$ cat src/rtl/store_unit_pkg.sv
// Shared store-path definitions: memory mode codes, bus widths and the
// store-buffer entry layout used by store_unit and store_align.
// Optional feature macro used by the store unit: SB_LD_HAZARD_EN.
`ifndef MEM_BYTE
`define MEM_BYTE        3'd0
`endif
`ifndef MEM_HWORD
`define MEM_HWORD       3'd1
`endif
`ifndef MEM_WORD
`define MEM_WORD        3'd2
`endif
`ifndef MEM_MODE_WIDTH
`define MEM_MODE_WIDTH  3
`endif
`ifndef DATA_WIDTH
`define DATA_WIDTH      32
`endif
`ifndef MEM_STRB_WIDTH
`define MEM_STRB_WIDTH  4
`endif

package store_unit_pkg;

    localparam int unsigned DATA_W = `DATA_WIDTH;
    localparam int unsigned MODE_W = `MEM_MODE_WIDTH;
    localparam int unsigned STRB_W = `MEM_STRB_WIDTH;

    typedef logic [MODE_W-1:0] mem_mode_t;

    localparam mem_mode_t MODE_BYTE  = `MEM_BYTE;
    localparam mem_mode_t MODE_HWORD = `MEM_HWORD;
    localparam mem_mode_t MODE_WORD  = `MEM_WORD;

    // One buffered, already lane-aligned store.
    typedef struct packed {
        logic [DATA_W-1:0] waddr;
        logic [DATA_W-1:0] wdata;
        logic [STRB_W-1:0] wstrb;
    } sb_entry_t;

endpackage

$ cat src/rtl/store_unit_if.sv
// Data-memory write channel (valid/ready) driven by the store buffer.
interface store_unit_if;
    import store_unit_pkg::*;

    logic              mem_wvalid;
    logic              mem_wready;
    logic [DATA_W-1:0] mem_waddr;
    logic [DATA_W-1:0] mem_wdata;
    logic [STRB_W-1:0] mem_wstrb;

    modport master (
        output mem_wvalid,
        output mem_waddr,
        output mem_wdata,
        output mem_wstrb,
        input  mem_wready
    );

    modport slave (
        input  mem_wvalid,
        input  mem_waddr,
        input  mem_wdata,
        input  mem_wstrb,
        output mem_wready
    );
endinterface

$ cat src/rtl/store_unit_align.sv
// store_align: combinational byte-lane alignment and strobe generation.
// misalign covers both bad offsets and illegal mode codes.
module store_align
    import store_unit_pkg::*;
(
    input  mem_mode_t         mode,
    input  logic [1:0]        off,
    input  logic [DATA_W-1:0] data,
    output logic [DATA_W-1:0] wdata,
    output logic [STRB_W-1:0] wstrb,
    output logic              misalign
);

    // Replicate the store operand across lanes and pick the enabled bytes.
    always_comb begin
        wdata    = '0;
        wstrb    = '0;
        misalign = 1'b0;
        case (mode)
            MODE_BYTE: begin
                wdata = {4{data[7:0]}};
                wstrb = STRB_W'(4'b0001) << off;
            end
            MODE_HWORD: begin
                wdata = {2{data[15:0]}};
                if (off[0]) begin
                    misalign = 1'b1;
                end else begin
                    wstrb = off[1] ? STRB_W'(4'b1100) : STRB_W'(4'b0011);
                end
            end
            MODE_WORD: begin
                wdata = data;
                if (off != 2'b00) begin
                    misalign = 1'b1;
                end else begin
                    wstrb = '1;
                end
            end
            default: misalign = 1'b1;
        endcase
    end

endmodule

$ cat src/rtl/store_unit.sv
// store_unit: aligns MEM-stage stores, queues them in a small FIFO store
// buffer and drains it to data memory over a valid/ready channel.
// Optional macro SB_LD_HAZARD_EN builds the load/store address comparators.
module store_unit
    import store_unit_pkg::*;
#(
    parameter int unsigned SB_DEPTH = 2,
    parameter int unsigned SB_CNT_W = 2
) (
    input  logic                clk,
    input  logic                rst_n,
    input  logic                st_valid,
    output logic                st_ready,
    input  logic [DATA_W-1:0]   st_addr,
    input  logic [DATA_W-1:0]   st_data,
    input  mem_mode_t           st_mode,
    output logic                st_fault,
    store_unit_if.master        mem,
    output logic [SB_CNT_W-1:0] sb_count,
    output logic                sb_empty,
    input  logic [DATA_W-1:0]   ld_addr,
    input  logic                ld_valid,
    output logic                ld_hazard
);

    localparam int unsigned PTR_W = $clog2(SB_DEPTH);

    if (SB_DEPTH < 2 || (SB_DEPTH & (SB_DEPTH - 1)) != 0) begin : g_bad_depth
        $error("store_unit: SB_DEPTH must be a power of two >= 2");
    end
    if (SB_CNT_W != $clog2(SB_DEPTH) + 1) begin : g_bad_cnt_w
        $error("store_unit: SB_CNT_W must equal clog2(SB_DEPTH)+1");
    end

    sb_entry_t           entries [SB_DEPTH];
    logic [SB_DEPTH-1:0] ent_valid;
    logic [PTR_W-1:0]    head;
    logic [PTR_W-1:0]    tail;
    logic [SB_CNT_W-1:0] count;

    logic [DATA_W-1:0]   al_wdata;
    logic [STRB_W-1:0]   al_wstrb;
    logic                al_misalign;
    logic                accept;
    logic                enq;
    logic                deq;
    logic                head_valid;

    store_align u_align (
        .mode     (st_mode),
        .off      (st_addr[1:0]),
        .data     (st_data),
        .wdata    (al_wdata),
        .wstrb    (al_wstrb),
        .misalign (al_misalign)
    );

    // Handshake decode; no full-bypass, st_ready looks only at the count.
    assign st_ready   = (count < SB_CNT_W'(SB_DEPTH));
    assign accept     = st_valid && st_ready;
    assign enq        = accept && !al_misalign;
    assign head_valid = ent_valid[head];
    assign deq        = head_valid && mem.mem_wready;

    // Head entry drives the memory channel; gated so an empty buffer shows zeros.
    assign mem.mem_wvalid = head_valid;
    assign mem.mem_waddr  = head_valid ? entries[head].waddr : '0;
    assign mem.mem_wdata  = head_valid ? entries[head].wdata : '0;
    assign mem.mem_wstrb  = head_valid ? entries[head].wstrb : '0;

    assign sb_count = count;
    assign sb_empty = (count == '0);

    // Pointers, occupancy, valid bits and the fault pulse.
    always_ff @(posedge clk) begin
        if (!rst_n) begin
            head      <= '0;
            tail      <= '0;
            count     <= '0;
            ent_valid <= '0;
            st_fault  <= 1'b0;
        end else begin
            st_fault <= accept && al_misalign;
            if (enq) begin
                ent_valid[tail] <= 1'b1;
                tail            <= tail + PTR_W'(1);
            end
            if (deq) begin
                ent_valid[head] <= 1'b0;
                head            <= head + PTR_W'(1);
            end
            case ({enq, deq})
                2'b10:   count <= count + SB_CNT_W'(1);
                2'b01:   count <= count - SB_CNT_W'(1);
                default: count <= count;
            endcase
        end
    end

    // Entry payload storage; contents are qualified by ent_valid.
    always_ff @(posedge clk) begin
        if (enq) begin
            entries[tail] <= '{waddr: {st_addr[DATA_W-1:2], 2'b00},
                               wdata: al_wdata,
                               wstrb: al_wstrb};
        end
    end

`ifdef SB_LD_HAZARD_EN
    logic hit;
    logic unused_ld_off;
    assign unused_ld_off = ^ld_addr[1:0];

    // A load hits when any buffered store targets the same word.
    always_comb begin
        hit = 1'b0;
        for (int i = 0; i < int'(SB_DEPTH); i++) begin
            if (ent_valid[i] && entries[i].waddr[DATA_W-1:2] == ld_addr[DATA_W-1:2]) begin
                hit = 1'b1;
            end
        end
    end

    assign ld_hazard = ld_valid && hit;
`else
    logic unused_ld;
    assign unused_ld = ^{ld_valid, ld_addr};
    assign ld_hazard = 1'b0;
`endif

endmodule

$ cat src/flat_wrapper.sv
// flat-port wrapper written by rule: the top's interface ports become plain ports
module store_unit_flat import store_unit_pkg::*;
#(
    parameter int unsigned SB_DEPTH = 2,
    parameter int unsigned SB_CNT_W = 2
)
  (clk, rst_n, st_valid, st_ready, st_addr, st_data, st_mode, st_fault, sb_count, sb_empty, ld_addr, ld_valid, ld_hazard, mem_mem_wvalid, mem_mem_waddr, mem_mem_wdata, mem_mem_wstrb, mem_mem_wready);
  store_unit_if mem_i ();
  input  logic clk;
  input  logic rst_n;
  input  logic st_valid;
  output logic st_ready;
  input  logic [DATA_W-1:0] st_addr;
  input  logic [DATA_W-1:0] st_data;
  input  mem_mode_t st_mode;
  output logic st_fault;
  output logic [SB_CNT_W-1:0] sb_count;
  output logic sb_empty;
  input  logic [DATA_W-1:0] ld_addr;
  input  logic ld_valid;
  output logic ld_hazard;
  output wire logic [$bits(mem_i.mem_wvalid)-1:0] mem_mem_wvalid;
  output wire logic [$bits(mem_i.mem_waddr)-1:0] mem_mem_waddr;
  output wire logic [$bits(mem_i.mem_wdata)-1:0] mem_mem_wdata;
  output wire logic [$bits(mem_i.mem_wstrb)-1:0] mem_mem_wstrb;
  input wire logic [$bits(mem_i.mem_wready)-1:0] mem_mem_wready;
  assign mem_mem_wvalid = mem_i.mem_wvalid;
  assign mem_mem_waddr = mem_i.mem_waddr;
  assign mem_mem_wdata = mem_i.mem_wdata;
  assign mem_mem_wstrb = mem_i.mem_wstrb;
  assign mem_i.mem_wready = mem_mem_wready;
  store_unit #(.SB_DEPTH(SB_DEPTH), .SB_CNT_W(SB_CNT_W)) u_core (.clk(clk), .rst_n(rst_n), .st_valid(st_valid), .st_ready(st_ready), .st_addr(st_addr), .st_data(st_data), .st_mode(st_mode), .st_fault(st_fault), .mem(mem_i), .sb_count(sb_count), .sb_empty(sb_empty), .ld_addr(ld_addr), .ld_valid(ld_valid), .ld_hazard(ld_hazard));
endmodule
$ cat config.mk
export PLATFORM = sky130hd
export DESIGN_NAME = store_unit_flat
export DESIGN_NICKNAME = d
export VERILOG_FILES = /design/src/rtl/store_unit_pkg.sv /design/src/rtl/store_unit_if.sv /design/src/rtl/store_unit_align.sv /design/src/rtl/store_unit.sv /design/src/flat_wrapper.sv
export SDC_FILE = /design/constraint.sdc
export NUM_CORES = 1
export LEC_CHECK = 0
export CORE_ASPECT_RATIO = 1.25
export CORE_UTILIZATION = 47
export CTS_CLUSTER_DIAMETER = 60
export DETAILED_ROUTE_END_ITERATION = 8
export PLACE_DENSITY = 0.8
export SYNTH_ARGS = -nofsm -noshare
export SYNTH_HDL_FRONTEND = slang
export SYNTH_SLANG_ARGS = --single-unit
$ cat constraint.sdc
create_clock -name clk -period 6.6 [get_ports clk]
set_input_delay 1.32 -clock clk [delete_from_list [all_inputs] [get_ports clk]]
set_output_delay 1.32 -clock clk [all_outputs]
set_load 0.005 [all_outputs]
Word level (Yosys, flattened, before mapping)

Memories as Yosys holds them, arrays and structs flattened. A register that Yosys moved wholly into a read port is not among the register bits.
Cells that the tools add are included.

Register bits after elaboration: 7
RAM bits: 132
Input bits: 104
Output and inout bits: 75
Word-level logic and storage cells: 59
Memories: 1

Memories:

| name           | words | width | read ports | clocked after memory_dff | write ports | line             | RTL |
|---|---|---|---|---|---|---|---|
| u_core.entries | 2     | 66    | 1          | 1                        | 1           | store_unit.sv:35 | `sb_entry_t entries [SB_DEPTH];` |

$add $sub $neg: 4
Magnitude comparators: 5
Equal/unequal tests: 4
Shift-type cells: 1
Multiplexer cells: 25
Bitwise logic cells: 3
Reductions and logical operators: 11

Operators with widths:

| cell                                                        | count |
|---|---|
| case mux 32 bit (3 select lines)                            | 1 |
| two-way mux 32 bit                                          | 2 |
| two-way mux 4 bit                                           | 4 |
| case mux 4 bit (3 select lines)                             | 1 |
| two-way mux 1 bit                                           | 10 |
| logical AND 1 bit                                           | 6 |
| two-way mux 2 bit                                           | 3 |
| less-than comparator 1 x 2 -> 1 bit (second input constant) | 2 |
| case mux 2 bit (2 select lines)                             | 1 |
| nonzero test 2 bit                                          | 2 |
| << shifter 1 x 2 -> 4 bit (first input constant)            | 1 |
| == test 3 x 1 -> 1 bit (second input constant)              | 1 |
| == test 3 x 2 -> 1 bit (second input constant)              | 1 |
| zero test 3 bit                                             | 1 |
| case mux 1 bit (3 select lines)                             | 1 |
| adder 1 bit (second input constant)                         | 2 |
| adder 2 x 1 -> 2 bit (second input constant)                | 1 |
| AND 2 bit                                                   | 1 |
| demux 1 bit (select 1 bit)                                  | 2 |
| == test 2 x 1 -> 1 bit (second input constant)              | 1 |
| == test 2 bit (second input constant)                       | 1 |
| >= comparator 1 bit (second input constant)                 | 2 |
| zero test 2 bit                                             | 1 |
| less-than comparator 2 bit (second input constant)          | 1 |
| 4 further kinds                                             | 4 |

Depth between registers and ports, before layout

Gate-level depths: netlist of the first run.

Word-level depth: 9
Gate-level depth with buffers: 7

Cells and area by module

Synthesis of the first run repeated with hierarchy kept, for this count alone.

Cell total of the unflattened synthesis: 437
Area, all modules: 5999.5 µm²

Modules (own cells, without submodules):

| module      | instances | cells an instance | area each (µm²) | seq. area each (µm²) |
|---|---|---|---|---|
| store_unit  | 1         | 318               | 5336.4          | 4124.0 |
| store_align | 1         | 119               | 663.1           | 0.0 |

Worst setup path before layout of the first run

No wires, ideal clock.

Kind: input to register
Start: in st_mode[0]
End: mem u_core.entries[0][0] (netlist bit) (enable)
Setup time: 491 ps
Data arrival time: 4506 ps
Required time: 6109 ps
Slack: 1603 ps
Stages: 3
Path buffers: 0
Cells stage by stage: nor3_1 > o21ai_1 > nor2_1

Word-level cells in the longest chain between the ends: 6

Ends and longest elaborated chain:

| item                                           | line                   | RTL |
|---|---|---|
| start: declaration                             | flat_wrapper.sv:15     | `input mem_mode_t st_mode;` |
| == test 3 x 2 -> 1 bit (tied with other cells) | store_unit_align.sv:19 | `case (mode)` |
| case mux 1 bit (3 select lines) (*)            | store_unit_align.sv:19 |  |
| zero test 1 bit (*)                            | store_unit.sv:61       | `assign enq = accept && !al_misalign;` |
| logical AND 1 bit (*)                          | store_unit.sv:61       |  |
| two-way mux 1 bit (*)                          | store_unit.sv:102      | `if (enq) begin` |
| two-way mux 1 bit (not written as such) (*)    | store_unit.sv:103      | `entries[tail] <= '{waddr: {st_addr[DATA_W-1:2], 2'b00},` |
| end: declaration                               | store_unit.sv:35       |  |

Every way passes the cells marked *; elsewhere a longest branch is shown, timed or not.

Worst setup path in the final report of the first run

Start: reg u_core.head
End: out mem_mem_wdata[19]

Word-level cells in the longest chain between the ends: 3

Ends and longest elaborated chain:

| item                                                  | line               | RTL |
|---|---|---|
| start: declaration                                    | store_unit.sv:37   | `logic [PTR_W-1:0] head;` |
| start signal: assignment                              | store_unit.sv:90   | `head <= head + PTR_W'(1);` |
| two-way mux 1 bit (not written as such) (2 in series) | store_unit.sv:62   | `assign head_valid = ent_valid[head];` |
| two-way mux 32 bit                                    | store_unit.sv:68   | `assign mem.mem_wdata = head_valid ? entries[head].wdata : '0;` |
| end: declaration                                      | flat_wrapper.sv:24 | `output wire logic [$bits(mem_i.mem_wdata)-1:0] mem_mem_wdata;` |

Every way passes these cells. The select of a mux whose other input is x is not followed.

==> results of run 1 <==
==> cells in the mapped netlist, types with 2 or more instances <==
cell type,number,share of area [%]
a21oi_1,20,1.7
a22oi_1,8,1.0
and2_1,10,1.1
buf_2,9,0.77
buf_4,12,1.5
clkbuf_1,4,0.26
dfxtp_1,8,2.7
edfxtp_1,132,67
inv_1,4,0.26
mux2_2,8,1.5
mux2i_1,69,12
nand2_1,27,1.7
nand3_1,3,0.26
nor2_1,82,5.2
nor2b_1,2,0.21
nor3_1,3,0.26
o21ai_0,4,0.34
xnor2_1,2,0.30
==> logic make-up (layout without fill, tap and decap cells) <==
kind of cell	after synthesis	in the layout	share of synthesized area [%]
compound gates	37	37	3.74
xor+xnor	3	3	0.447
fa+ha+maj	1	1	0.213
buf+inv	32	182	3.06
flops	140	140	70.1
mux	77	77	13.3
other cells	1	3	0.0637
simple gates	130	130	9.10
==> per-layer routing <==
| layer | wire (um) | GRT usage (%) | part of all wire (%) | up-vias |
|---|---|---|---|---|
| met5 | 0 | 0 | 0 | - |
| met4 | 265 | 7.98 | 2.1 | 0 |
| met3 | 911 | 5.42 | 7.1 | 19 |
| met2 | 6540 | 34.5 | 51 | 169 |
| met1 | 5130 | 23.8 | 40 | 1853 |
| li1 | - | - | - | 1802 |
==> final timing paths <==
check,endpoint,slack [ns]
setup / recovery,mem_mem_wdata[19],2.45
hold / removal,u_core.tail,0.53
setup reg to reg,u_core.entries[0][0],4.03
hold reg to reg,u_core.tail,0.53
==> per-stage QoR <==
stage | instances | power [mW]
6_report | 737 | 2.07
5_1_grt | 737 | 2.13
4_1_cts | 737 | 2.08
3_5_place_dp | 706 | 1.20
3_3_place_gp | 706 | 1.19
2_1_floorplan | 423 | 1.10
==> power groups by stage <==
stage                     registers (mW)  logic, mW  clock network [mW]
after global routing                1.01      0.187               0.938
after detailed placement            1.03      0.173                   0
after CTS                           1.01      0.175               0.900
after global placement              1.02      0.167                   0
after floorplan                     1.02     0.0831                   0
final                               1.01      0.174               0.889
==> cells in the final DEF (no fill, tap or decap), drive strengths merged, types with 2 or more instances in the layout <==
master | netlist | final
o21ai | 5 | 5
mux2 | 8 | 8
clkinv | 1 | 11
and2 | 10 | 10
nor3 | 3 | 3
nor2 | 82 | 82
a22oi | 8 | 8
clkinvlp | 0 | 2
xnor2 | 2 | 2
dfxtp | 8 | 8
mux2i | 69 | 69
a21oi | 20 | 20
inv | 4 | 4
nor2b | 2 | 2
clkbuf | 5 | 17
clkdlybuf4s50 | 0 | 142
nand3 | 3 | 3
edfxtp | 132 | 132
nand2 | 27 | 27
buf | 22 | 4
bufinv | 0 | 2
conb | 1 | 3
==> state kept, by name (all words and copies together), names as in the netlist, named ones only <==
name and cells:
u_core.head 1, u_core.st_fault 1, u_core.sb_count 2, u_core.ent_valid 2, u_core.entries 132, u_core.tail 1
==> critical path: cells and delay by family, from the launching register on <==
family	cells	cell delay, ns
AND/OR/NAND/NOR	1	0.11
flip-flops	1	0.43
buffers and inverters	2	1.01
multiplexers	1	0.84
==> area by class of cell <==
cell class | count | area (um^2)
multi-input cells | 251 | 1620
well taps | 164 | 205
inverters | 5 | 18.8
clock buffers | 17 | 425
repair buffers | 146 | 1450
clock inverters | 14 | 130
flip-flops and latches | 140 | 4130
fillers | 897 | 4190
==> run_results.csv, run 1 <==
group,metric,value,unit
outcome,status,"complete, no violations",
power,power.leakage,2.59,nW
clock_tree,ctsHtreeMaxLevel,4,
critical_path,path_cells,"mux2i_4 > buf_4 > nor2_1 > clkdlybuf4s50_1",
synthesis,seq_area_frac_synth,70.1,%
critical_path,ff2ff_path_depth,4,
sta,fin_skew,0.00514,ns
grt,grt_max_degree,67,
clock_tree,cts_resized,0,
sta,period_minus_slack,4.15,ns
worst_hold_path,holdCritStartpoint,"u_core.tail",
sta,setup_slack,2.45,ns
power,intPower,1.64,mW
critical_path,cp-start-kind,"register",
sta,rsz0062_at_grt,"no",
power,power_per_cell_area,260,nW/um^2
placement,port_buffers,142,
synthesis,synth.distinct_cells,32,
placement,gp_routability_congestion,0.777,
synthesis,synth-async-reset-ratio,0,%
placement,pre_cts_slack,2.06,ns
sta,maxSlewViolCount,0,
routing,drtIter0Drc,196,
clock_tree,clock-sinks,140,
final_layout,area_growth,35.6,%
power,p_comb_share,8.4,%
power,vdd_drop_max,0.161,mV
routing,via_per_inst,5.21,
grt,grt_pass1_wl,19.4,mm
sta,hold_viol,0,
grt,antenna_found_initial,0,
critical_path,cp.required,5.28,ns
clock_tree,cts_root_buffer,"clkbuf_16",
routing,route.detailed.drc,0,
clock_tree,holdBufCountCts,0,
grt,grt_use_total,20.1,%
final_layout,antenna_cells,0,
critical_path,end_kind,"output pin",
critical_path,worstPathArrival,2.83,ns
sta,final-setup-viol-count,0,
floorplan,start_util,48.4,%
clock_tree,cts_max_path_buffers,2,
power,p_clk_share,43.0,%
routing,wl_per_cell,17.4,um
critical_path,cp-startpoint,"u_core.head",
final_layout,drive_gt1_share,8.03,%
grt,grt-ovfl-total,0,
flow_run,maxCapViolations,0,
floorplan,coreArea,12200,um^2
critical_path,cp_max_fo,36,
synthesis,synth-edff-count,132,
critical_path,worstSetupPathType,"reg -> out",
sta,worst_pin_slew,1.15,ns
power,seqPwrFrac,48.6,%
power,netSwitchingFraction,21.0,%
worst_hold_path,hold_depth,2,
critical_path,critPathSlowestCell,"mux2i_4",
floorplan,fp.dieW,102,um
synthesis,synthCells,421,
clock_tree,numCtsBuffers,17,
floorplan,io_pins,179,
clock_tree,clk_latency,0.40,ns
synthesis,ys_ff_latch,140,
critical_path,r2r-start,"u_core.sb_count[1]",
placement,place_area,7420,um^2
floorplan,die_y,127,um
power,power.switching,434,uW
routing,postRouteAntennaNets,0,
sta,whs,0.534,ns
final_layout,fin_area,7980,um^2
sta,tns,0,ns
clock_tree,clk_pin_slew,0.06,ns
clock_tree,cts_setup_buffers,0,
synthesis,synth_area_per_cell,14.0,um^2
synthesis,yosysWarnings,0,
synthesis,ys.flop_type,"edfxtp_1",
grt,grt_pass1_vias,3890,
routing,drtPass1Iterations,4,
synthesis,syn-cell-area,5880,um^2
sta,fmax,241,MHz
routing,wl,12.8,mm
placement,dp_hpwl,8.40,mm
sta,slew_headroom,23.5,%
floorplan,num_rows,45,
final_layout,nets,666,
clock_tree,cts_tree,"yes",
sta,fin_crit_sh,62.9,%
critical_path,critPathMaxStageDelay,0.84,ns
routing,vias,3843,
floorplan,die-area,13000,um^2
final_layout,fin_util,65.6,%
worst_hold_path,hold_class,"reg -> reg",
Power figures use the tool's default switching activity.
==> run 2: changes to the inputs <==
--- a/config.mk
+++ b/config.mk
@@ -6,10 +6,10 @@
 export NUM_CORES = 1
 export LEC_CHECK = 0
 export CORE_ASPECT_RATIO = 1.25
-export CORE_UTILIZATION = 47
+export CORE_UTILIZATION = 42
 export CTS_CLUSTER_DIAMETER = 60
 export DETAILED_ROUTE_END_ITERATION = 8
-export PLACE_DENSITY = 0.8
+export PLACE_DENSITY = 0.76
 export SYNTH_ARGS = -nofsm -noshare
 export SYNTH_HDL_FRONTEND = slang
 export SYNTH_SLANG_ARGS = --single-unit
==> constraint.sdc (replaced) <==
create_clock -name clk -period 3.6 [get_ports clk]
set_input_delay 0.72 -clock clk [delete_from_list [all_inputs] [get_ports clk]]
set_output_delay 0.72 -clock clk [all_outputs]
set_load 0.005 [all_outputs]
==> run_results.csv, run 2 (same netlist as run 1, synthesis figures left out) <==
group,metric,value,unit
critical_path,crit_family,"buffers and inverters",
routing,wl,12.6,mm
flow_run,maxCapViolations,0,
sta,maxSlewViolCount,0,
clock_tree,cts_tree,"yes",
grt,grt_use_total,17.5,%
critical_path,rrSetupSlack,1.57,ns
final_layout,fin_util,59.0,%
critical_path,crit_buf_inv,2,
routing,postRouteAntennaNets,0,
final_layout,largest_reg_flops,132,
placement,dpl.cell_count,724,
routing,wl_per_cell,16.6,um
critical_path,cp_max_fo,35,
critical_path,end_kind,"output pin",
clock_tree,clk_latency,0.40,ns
clock_tree,holdBufCountCts,0,
final_layout,area_growth,38.0,%
final_layout,nets,673,
floorplan,io_pins,179,
clock_tree,numCtsBuffers,17,
final_layout,final_cell_mix,"142 x clkdlybuf4s50_1, 132 x edfxtp_1, 80 x nor2_1",
critical_path,cp_num_cells,4,
placement,port_buffers,142,
critical_path,cp.required,2.88,ns
grt,grt_pass1_vias,3893,
sta,period_minus_slack,3.02,ns
routing,drtIter0Drc,205,
clock_tree,ctsHtreeMaxLevel,4,
clock_tree,clock-sinks,140,
final_layout,antenna_cells,0,
floorplan,num_rows,48,
critical_path,setup.worst_path.end,"mem_mem_wdata[25]",
sta,hold_viol,0,
routing,vias,3822,
sta,slew_headroom,43.4,%
sta,tns,0,ns
critical_path,worstPathArrival,2.30,ns
routing,route.detailed.drc,0,
grt,grt-ovfl-total,0,
routing,via_per_inst,5.06,
final_layout,drive_gt1_share,8.61,%
critical_path,critPathSlowestCell,"dfxtp_4",
floorplan,start_util,42.8,%
critical_path,r2r-start,"u_core.head",
routing,drtPass1Iterations,4,
sta,fin_skew,0.00895,ns
grt,grt_max_degree,67,
floorplan,coreArea,13800,um^2
outcome,status,"complete, no violations",
critical_path,ff2ff_path_depth,6,
grt,grt_pass1_wl,19.1,mm
clock_tree,cts_root_buffer,"clkbuf_16",
sta,fmax,331,MHz
floorplan,die_y,134,um
final_layout,finalNonFillerCells,756,
final_layout,regMostFlops,"u_core.entries",
critical_path,critPathMaxStageDelay,0.75,ns
sta,fin_crit_sh,84.0,%
sta,whs,0.536,ns
power,vdd_drop_max,0.243,mV
critical_path,path_cells,"buf_4 > mux2i_1 > nor2_1 > clkdlybuf4s50_1",
placement,gp_routability_congestion,0.775,
final_layout,final_common_cell,"clkdlybuf4s50_1",
critical_path,worstSetupPathType,"reg -> out",
worst_hold_path,hold_class,"reg -> reg",
floorplan,die-area,14500,um^2
clock_tree,cts_setup_buffers,0,
placement,dp_hpwl,8.50,mm
sta,final-setup-viol-count,0,
floorplan,fp.dieW,108,um
clock_tree,clk_pin_slew,0.06,ns
power,power.leakage,2.64,nW
grt,antenna_found_initial,0,
critical_path,rr_endpoint,"u_core.sb_count[1]",
power,p_total,3.95,mW
sta,rsz0062_at_grt,"no",
clock_tree,cts_max_path_buffers,2,
clock_tree,cts_resized,0,
sta,worst_pin_slew,0.846,ns
critical_path,cp-start-kind,"register",
power,power_per_cell_area,486,nW/um^2
[run 2: cell types whose count changed in the layout (fill, tap and decap cells not counted)]
cell / change
inv_6: +1
clkinv_4: -1
clkbuf_1: +4
clkinvlp_4: +1
buf_4: +5
bufinv_16: +2
clkinv_2: -6
buf_12: +2
[run 2: metrics by stage]
step | area (um^2) | setup slack (ns)
after floorplan | 5890 | -0.797
after global placement | 7510 | 0.888
after detailed placement | 7510 | 0.851
after CTS | 8120 | 0.514
after global routing | 8120 | 0.437
final | 8120 | 0.577
[run 2: worst min-delay path, stage by stage (launching register included)]
cell,delay (ns)
dfxtp_1,0.36
inv_1,0.07
a21oi_1,0.06
[run 2: power breakdown]
| group | switching, mW | internal [mW] |
|---|---|---|
| sequential | 0.0192 | 1.82 |
| clock | 0.625 | 1.16 |
| combinational | 0.147 | 0.180 |
| total | 0.791 | 3.16 |
[run 2: per-layer routing]
layer | wire [um] | GRT usage, % | up-vias
met5 | 0 | 0 | -
met4 | 131 | 5.78 | 0
met2 | 6600 | 30.9 | 148
met1 | 5180 | 20.8 | 1848
li1 | - | - | 1817
met3 | 659 | 4.32 | 9
[run 2: worst min-delay path by stage]
stage	cells past startpoint	endpoint	slack [ns]	start
3_5_place_dp	2	u_core.ent_valid[1]	0.53	u_core.ent_valid[1]
2_1_floorplan	2	u_core.ent_valid[1]	0.45	u_core.ent_valid[1]
6_report	2	u_core.ent_valid[1]	0.54	u_core.ent_valid[1]
4_1_cts	2	u_core.ent_valid[1]	0.54	u_core.ent_valid[1]
5_1_grt	2	u_core.ent_valid[1]	0.57	u_core.ent_valid[1]
3_3_place_gp	2	u_core.ent_valid[1]	0.49	u_core.ent_valid[1]
[run 2: final cells by class]
class,count,area [um^2]
well taps,175,219
clock inverters,11,168
clock buffers,21,440
inverters,5,18.8
repair buffers,153,1530
flip-flops and latches,140,4130
multi-input cells,251,1620
fillers,1107,5630
